$ cat config.mk
export PLATFORM = sky130hd
export DESIGN_NAME = reg_sel_encoder
export DESIGN_NICKNAME = d
export VERILOG_FILES = /design/src/rtl/reg_sel_encoder.sv
export SDC_FILE = /design/constraint.sdc
export NUM_CORES = 1
export LEC_CHECK = 0
export CAP_MARGIN = 0
export CORE_MARGIN = 8
export CORE_UTILIZATION = 50
export CTS_CLUSTER_SIZE = 8
export DETAILED_ROUTE_END_ITERATION = 10
export DONT_BUFFER_PORTS = 1
export PLACE_DENSITY = 0.61
export SYNTH_ARGS = -nofsm -noshare
export SYNTH_HDL_FRONTEND = slang
export SYNTH_SLANG_ARGS = --single-unit
$ cat constraint.sdc
create_clock -name i_clk -period 6.11 [get_ports i_clk]
set_input_delay 1.222 -clock i_clk [delete_from_list [all_inputs] [get_ports i_clk]]
set_output_delay 1.222 -clock i_clk [all_outputs]
set_load 0.05 [all_outputs]
$ cat src/rtl/reg_sel_encoder.sv
// reg_sel_encoder: round-robin arbiter that encodes one-hot register-select requests
// into a registered register address (bit i -> address i+1) over a valid/ready handshake.
module reg_sel_encoder #(
   parameter int N_REGS = 14,
   parameter int ADDR_W = 4
) (
   input  logic              i_clk,
   input  logic              i_reset,
   input  logic [N_REGS-1:0] i_req,
   input  logic              i_out_ready,
   output logic [ADDR_W-1:0] o_reg_addr,
   output logic              o_out_valid,
   output logic [N_REGS-1:0] o_grant,
   output logic [N_REGS-1:0] o_pending
);
   localparam logic [0:0] IDLE    = 1'b0;
   localparam logic [0:0] PRESENT = 1'b1;
   logic [0:0]        r_state;
   logic [ADDR_W-1:0] r_sel;
   logic [ADDR_W-1:0] r_rr_ptr;
   logic [ADDR_W-1:0] r_reg_addr;
   logic              r_out_valid;
   logic [N_REGS-1:0] r_pending;
   logic [N_REGS-1:0] r_grant;
   logic [ADDR_W-1:0] w_sel;
   logic              w_found;
   logic              w_hs;
   logic [N_REGS-1:0] w_sel_1h;
   assign w_hs     = (r_state == PRESENT) & i_out_ready;
   assign w_sel_1h = N_REGS'(1) << r_sel;
   // Lowest set bit above the pointer wins; otherwise wrap to the lowest set bit overall.
   always_comb begin
      w_sel   = '0;
      w_found = 1'b0;
      for (int j = N_REGS - 1; j >= 0; j--)
         if (r_pending[j]) begin
            w_sel   = ADDR_W'(j);
            w_found = 1'b1;
         end
      for (int j = N_REGS - 1; j >= 0; j--)
         if (r_pending[j] && ADDR_W'(j) > r_rr_ptr) w_sel = ADDR_W'(j);
   end
   always_ff @(posedge i_clk or posedge i_reset) begin
      if (i_reset) begin
         r_state     <= IDLE;
         r_sel       <= '0;
         r_rr_ptr    <= ADDR_W'(N_REGS - 1);
         r_reg_addr  <= '0;
         r_out_valid <= 1'b0;
         r_pending   <= '0;
         r_grant     <= '0;
      end else begin
         r_pending <= (r_pending & ~(w_hs ? w_sel_1h : '0)) | i_req;
         r_grant   <= w_hs ? w_sel_1h : '0;
         if (r_state == IDLE && w_found) begin
            r_state     <= PRESENT;
            r_sel       <= w_sel;
            r_reg_addr  <= w_sel + ADDR_W'(1);
            r_out_valid <= 1'b1;
         end else if (w_hs) begin
            r_state     <= IDLE;
            r_rr_ptr    <= r_sel;
            r_reg_addr  <= '0;
            r_out_valid <= 1'b0;
         end
      end
   end
   assign o_reg_addr  = r_reg_addr;
   assign o_out_valid = r_out_valid;
   assign o_grant     = r_grant;
   assign o_pending   = r_pending;
endmodule

==> results of run 1 <==
==> layer usage <==
| metal | GRT usage | up-vias |
|---|---|---|
| met3 | 0.0667 | 8 |
| met5 | 0 | - |
| met2 | 0.268 | 62 |
| met1 | 0.221 | 797 |
| met4 | 0.0804 | 0 |
| li1 | - | 777 |
==> cell usage in the layout (no fill, tap or decap), drive strengths merged, types with 3 or more instances in the layout <==
master / n
dfstp: 3
nand2: 16
dfrtp: 38
o21ai: 19
nand3: 7
o21bai: 7
or3: 5
nor3: 4
nor4: 3
a211oi: 4
clkbuf: 5
nor2: 24
mux2: 3
nand2b: 12
a21o: 5
or2: 4
and3: 3
a21oi: 6
and2: 3
inv: 11
nor2b: 4
==> stage by stage <==
step	hold WS, ps	std cells
floorplan	487	215
global placement	579	262
detailed placement	552	262
CTS	570	270
global route	615	270
finish	570	270
==> power breakdown <==
group	leakage, uW	internal, uW	switching [uW]
Clock	0.0000445	81.0	99.1
Combinational	0.000455	116	155
Sequential	0.000475	323	199
==> state kept, by name (all words and copies together) (netlist names) <==
register	cells
o_grant	14
o_pending	14
o_reg_addr	4
r_rr_ptr	4
r_sel	4
o_out_valid	1
==> cell usage after synthesis (2+ instances only) <==
master    count
and3_1        3
clkbuf_1      2
o211ai_1      2
or2_2         3
nor2b_1       4
nor4_4        3
inv_1         9
a31oi_1       2
nor2_1       22
nand3_1       6
o31ai_1       2
dfstp_2       3
or3_1         5
nor3_1        4
a211oi_1      4
nand2b_1     12
mux2_2        3
a21oi_1       5
o21ai_0      15
dfrtp_1      38
a21o_1        4
and2_1        2
buf_2         2
nand2_1      15
nor2_2        2
o21ai_1       3
o21bai_1      7
==> layout make-up <==
class	instances	share of cell area
flip-flops and latches	41	0.454
repair buffers	1	0.00331
clock buffers	5	0.0304
well taps	52	0.0287
inverters	10	0.0166
multi-input cells	158	0.457
clock inverters	3	0.00939
==> worst max-delay path, cell delays in order, from the launching register on <==
cell     delay (ps)
dfrtp_1         650
inv_1           300
o21ai_0         130
o221a_2         310
nor3_1          180
a32oi_2         140
or2_1           250
ha_1            190
or3_1           360
a31oi_1         170
==> cell families after synthesis <==
kind of cell,Yosys count,share of synthesized area
and+or+nand+nor,90,0.241
AOI/OAI and AO/OA,64,0.221
DFF,41,0.481
buffers and inverters,16,0.0356
muxes,3,0.0158
adders and majority gates,1,0.00584
==> worst max path at each step <==
stage | startpoint | endpoint | slack [ps]
global placement | o_pending[9]$_DFF_PP0_ | o_reg_addr[2]$_DFFE_PP0P_ | 3430
CTS | o_pending[9]$_DFF_PP0_ | o_reg_addr[2]$_DFFE_PP0P_ | 3370
floorplan | o_pending[7]$_DFF_PP0_ | o_reg_addr[2]$_DFFE_PP0P_ | 3620
global route | o_pending[7]$_DFF_PP0_ | o_reg_addr[2]$_DFFE_PP0P_ | 3210
detailed placement | o_pending[9]$_DFF_PP0_ | o_reg_addr[2]$_DFFE_PP0P_ | 3380
finish | o_pending[9]$_DFF_PP0_ | o_reg_addr[2]$_DFFE_PP0P_ | 3360
==> run_results.csv, run 1 <==
group,metric,value,unit
sta,setup-violations-final,0,
setup_path,path_class,"flip-flop to flip-flop",
yosys,synth_area_leaders,"dfrtp_1, nor2_1, dfstp_2",
drt,ant_nets,0,
power,p_leak,0.000974,uW
sta,skew,9.95,ps
setup_path,end_kind,"flip-flop",
min_path,worst_hold_startpoint,"r_sel[1]$_DFFE_PP0P_",
global_route,overflow,0,
yosys,synth-main-ff-cell,"dfrtp_1",
drt,routed_wl,5.41,mm
sta,setup_ws,3360,ps
global_route,track_usage,0.178,
yosys,synth_cell_types,60,
floorplanning,die_h,81.5,um
drt,wl_met3,513,um
sta,fin_tns_setup,0,ps
drt,top_layer,"met4",
min_path,hold_path_class,"flip-flop to flip-flop",
setup_path,path_max_fanout,6,
yosys,synthesis.nets,233,
sta,finalCritPeriodShare,0.450,
final_layout,seqCellArea,0.00103,mm2
cts,root_buffer,"clkbuf_8",
sta,slew_viol_final,0,
yosys,async_flop_share,1.00,
drt,wl_per_cell,20.0,um
final_layout,fin_nets,235,
setup_path,crit_arrival,2980,ps
cts,clk_pin_slew,80,ps
floorplanning,core_area,0.00423,mm2
drt,drc,0,
sta,min_period,2750,ps
drt,vias,1644,
final_layout,final_core_util,0.535,
power,power.density,429,mW/mm2
floorplanning,rows,24,
min_path,hold_end,"r_sel[1]$_DFFE_PP0P_",
sta,tightest_slew,799,ps
yosys,synth_warnings,0,
yosys,synth-seq-cells,41,
setup_path,start_kind,"flip-flop",
cts,clock_sinks,41,
setup_path,r2r_start,"o_pending[9]$_DFF_PP0_",
final_layout,multiInputGateArea,0.00104,mm2
cts,ctsHoldBuffers,0,
final_layout,fin_area,0.00227,mm2
placement,port_buffers,0,
final_layout,num_antenna_cells,0,
run_status,outcome,"finished, final reports clean",
drt,first_pass_iters,4,
sta,fmax,364,MHz
drt,viasPerCell,6.09,
setup_path,reg2reg_to,"o_reg_addr[2]$_DFFE_PP0P_",
final_layout,area_growth,5.78,%
setup_path,worstPathRequired,6340,ps
run,maxCapViolCount,0,
final_layout,nFillCells,394,
setup_path,r2r_cells,9,
cts,cts_buffer_depth,2,
sta,relSlewSlack,0.467,
min_path,whs_path_depth,2,
cts,numCtsBuffers,5,
final_layout,layout-drive-gt1-share,0.174,
cts,cts_tree,"yes",
cts,post_cts_buffers,0,
sta,rsz0062_at_grt,"no",
yosys,synth_edf_count,0,
global_route,grt_max_degree,24,
sta,finalHoldViolCount,0,
yosys,avgSynthCellArea,9.96,um2
yosys,yosysTopAreaCellShare,0.444,
drt,wl_met1,2.30,mm
setup_path,r2r_setup_slack,3360,ps
placement,postPlaceCellArea,0.00218,mm2
power,total_power,973,uW
cts,clk_latency,300,ps
yosys,synth_area,0.00214,mm2
drt,drtIter0Drc,151,
yosys,yosysTopAreaCell,"dfrtp_1",
yosys,ys_seq_area_frac,0.481,
cts,htree_levels,2,
placement,preCtsSetupSlack,3380,ps
cts,cts.repair.resized,0,
placement,gp_congestion,0.928,
floorplanning,io_pins,50,
global_route,antenna_found_initial,0,
floorplanning,initial_core_util,0.506,
drt,met2_length,2.48,mm
yosys,syn_inst,215,
floorplanning,die_w,81.5,um
global_route,grt_pass1_wl,8.89,mm
placement,dp_hpwl,4.01,mm
global_route,grt_pass1_vias,1693,
power,peakVddDrop,0.316,mV
floorplanning,die_area,0.00663,mm2
Note: power is estimated with default switching activity, not from simulation.
==> run 2, diff against run 1 <==
==> constraint.sdc (replaced) <==
create_clock -name i_clk -period 2.8 [get_ports i_clk]
set_input_delay 0.56 -clock i_clk [delete_from_list [all_inputs] [get_ports i_clk]]
set_output_delay 0.56 -clock i_clk [all_outputs]
set_load 0.05 [all_outputs]
==> run 2 against run 1 <==
Effect of this change: total power up 120%; maximum frequency up 9.4%; sequential share of layout area down 2.4 points; non-clock buffer count up 16; register-to-register slack worse by 3100 ps; via count up 5.3%; hold slack worse by 320 ps; critical path type unchanged; largest power group unchanged.
==> run_results.csv, run 2 (same netlist as run 1, synthesis figures left out) <==
group,metric,value,unit
sta,slew_viol_final,0,
final_layout,fin_nets,251,
cts,root_buffer,"clkbuf_8",
power,power.density,909,mW/mm2
sta,rsz0062_at_grt,"no",
drt,ant_nets,0,
drt,first_pass_iters,4,
floorplanning,die_area,0.00663,mm2
cts,cts_tree,"yes",
power,combPwrFrac,0.342,
sta,min_period,2510,ps
sta,fmax,398,MHz
floorplanning,rows,24,
cts,htree_levels,2,
cts,clk_pin_slew,90,ps
drt,wl_per_cell,20.3,um
min_path,hold_path_class,"input pin to async pin",
final_layout,layout-drive-gt1-share,0.231,
global_route,grt_pass1_wl,9.63,mm
final_layout,num_antenna_cells,0,
floorplanning,io_pins,50,
power,p_leak,0.00104,uW
final_layout,nFillCells,375,
power,peakVddDrop,0.503,mV
setup_path,reg2reg_to,"o_reg_addr[2]$_DFFE_PP0P_",
setup_path,crit_arrival,2730,ps
sta,finalCritPeriodShare,0.897,
sta,setup-violations-final,0,
floorplanning,core_area,0.00423,mm2
final_layout,area_growth,11.6,%
final_layout,final_cell_mix,"dfrtp_1, nor2_1, buf_4",
final_layout,layout_commonest_cell,"dfrtp_1",
setup_path,r2r_setup_slack,290,ps
power,power_frac_seq,0.472,
power,sw_frac_of_total,0.460,
drt,vias,1731,
drt,viasPerCell,6.05,
setup_path,worstPathRequired,3020,ps
power,pwr-share-clk,0.186,
run_status,outcome,"finished, final reports clean",
setup_path,r2r_cells,9,
power,switchingPower,1000,uW
setup_path,path_max_fanout,14,
global_route,grt_pass1_vias,1825,
global_route,antenna_found_initial,0,
setup_path,start_kind,"flip-flop",
setup_path,end_kind,"flip-flop",
floorplanning,die_w,81.5,um
placement,gp_congestion,0.850,
setup_path,r2r_start,"r_rr_ptr[1]$_DFFE_PP0P_",
power,total_power,2170,uW
placement,port_buffers,0,
cts,cts_buffer_depth,2,
cts,clk_latency,300,ps
cts,ctsHoldBuffers,0,
sta,relSlewSlack,0.535,
cts,numCtsBuffers,5,
global_route,grt_max_degree,24,
global_route,overflow,0,
setup_path,path_class,"flip-flop to flip-flop",
placement,dp_hpwl,4.48,mm
drt,routed_wl,5.79,mm
cts,post_cts_buffers,0,
power,p_int,1170,uW
drt,drtIter0Drc,105,
sta,fin_tns_setup,0,ps
sta,finalHoldViolCount,0,
sta,tightest_slew,696,ps
cts,clock_sinks,41,
floorplanning,die_h,81.5,um
run,maxCapViolCount,0,
global_route,track_usage,0.190,
floorplanning,initial_core_util,0.506,
cts,cts.repair.resized,0,
drt,drc,0,
sta,skew,5.33,ps
[run 2: changes by cell type in the layout (fill, tap and decap cells not counted), sizes merged]
cell,previous run,this run
buf,1,17
[run 2: through the flow]
step	cells	util	area (um2)	hold slack (ps)	setup slack, ps
global placement	278	0.542	2300	536	373
CTS	286	0.564	2390	281	306
detailed placement	278	0.542	2300	549	332
global route	286	0.564	2390	318	63.9
finish	286	0.564	2390	252	289
floorplan	215	-	2140	487	312
[run 2: final cells by class]
| class | instances | area (um2) | area share |
|---|---|---|---|
| Multi-Input combinational cell | 158 | 1040 | 0.434 |
| Sequential cell | 41 | 1030 | 0.431 |
| Timing Repair Buffer | 17 | 128 | 0.0534 |
| Clock buffer | 5 | 68.8 | 0.0288 |
| Tap cell | 52 | 65.1 | 0.0272 |
| Inverter | 10 | 37.5 | 0.0157 |
| Clock inverter | 3 | 25.0 | 0.0105 |
[run 2: worst max-delay path by stage]
stage,startpoint,to,slack [ps],cells past startpoint
2_1_floorplan,o_pending[7]$_DFF_PP0_,o_reg_addr[2]$_DFFE_PP0P_,310,9
3_3_place_gp,r_rr_ptr[0]$_DFFE_PP1P_,o_reg_addr[2]$_DFFE_PP0P_,370,9
3_5_place_dp,r_rr_ptr[1]$_DFFE_PP0P_,o_reg_addr[2]$_DFFE_PP0P_,330,9
4_1_cts,r_rr_ptr[0]$_DFFE_PP1P_,o_reg_addr[2]$_DFFE_PP0P_,310,9
5_1_grt,r_rr_ptr[1]$_DFFE_PP0P_,o_reg_addr[2]$_DFFE_PP0P_,60,9
6_report,r_rr_ptr[1]$_DFFE_PP0P_,o_reg_addr[2]$_DFFE_PP0P_,290,9
[run 2: metal layers]
metal	share of wire	track usage
met1	0.41	0.233
met2	0.48	0.309
met4	0.015	0.0554
met3	0.093	0.0646
met5	0	0
[run 2: power by group through the flow]
| stage | combinational (uW) | sequential (uW) | clock, uW |
|---|---|---|---|
| 6_report | 744 | 1030 | 404 |
| 5_1_grt | 834 | 1050 | 445 |
| 4_1_cts | 743 | 1030 | 416 |
| 3_5_place_dp | 735 | 1040 | 0 |
| 3_3_place_gp | 727 | 1030 | 0 |
| 2_1_floorplan | 547 | 1020 | 0 |
[run 2: worst max-delay path, stage by stage, from the launching register on]
cell,delay [ps]
dfrtp_1,620
nor2_1,150
a22oi_1,210
o31ai_1,110
nor3_1,250
a32oi_2,130
or2_1,240
ha_1,190
or3_1,360
a31oi_1,170
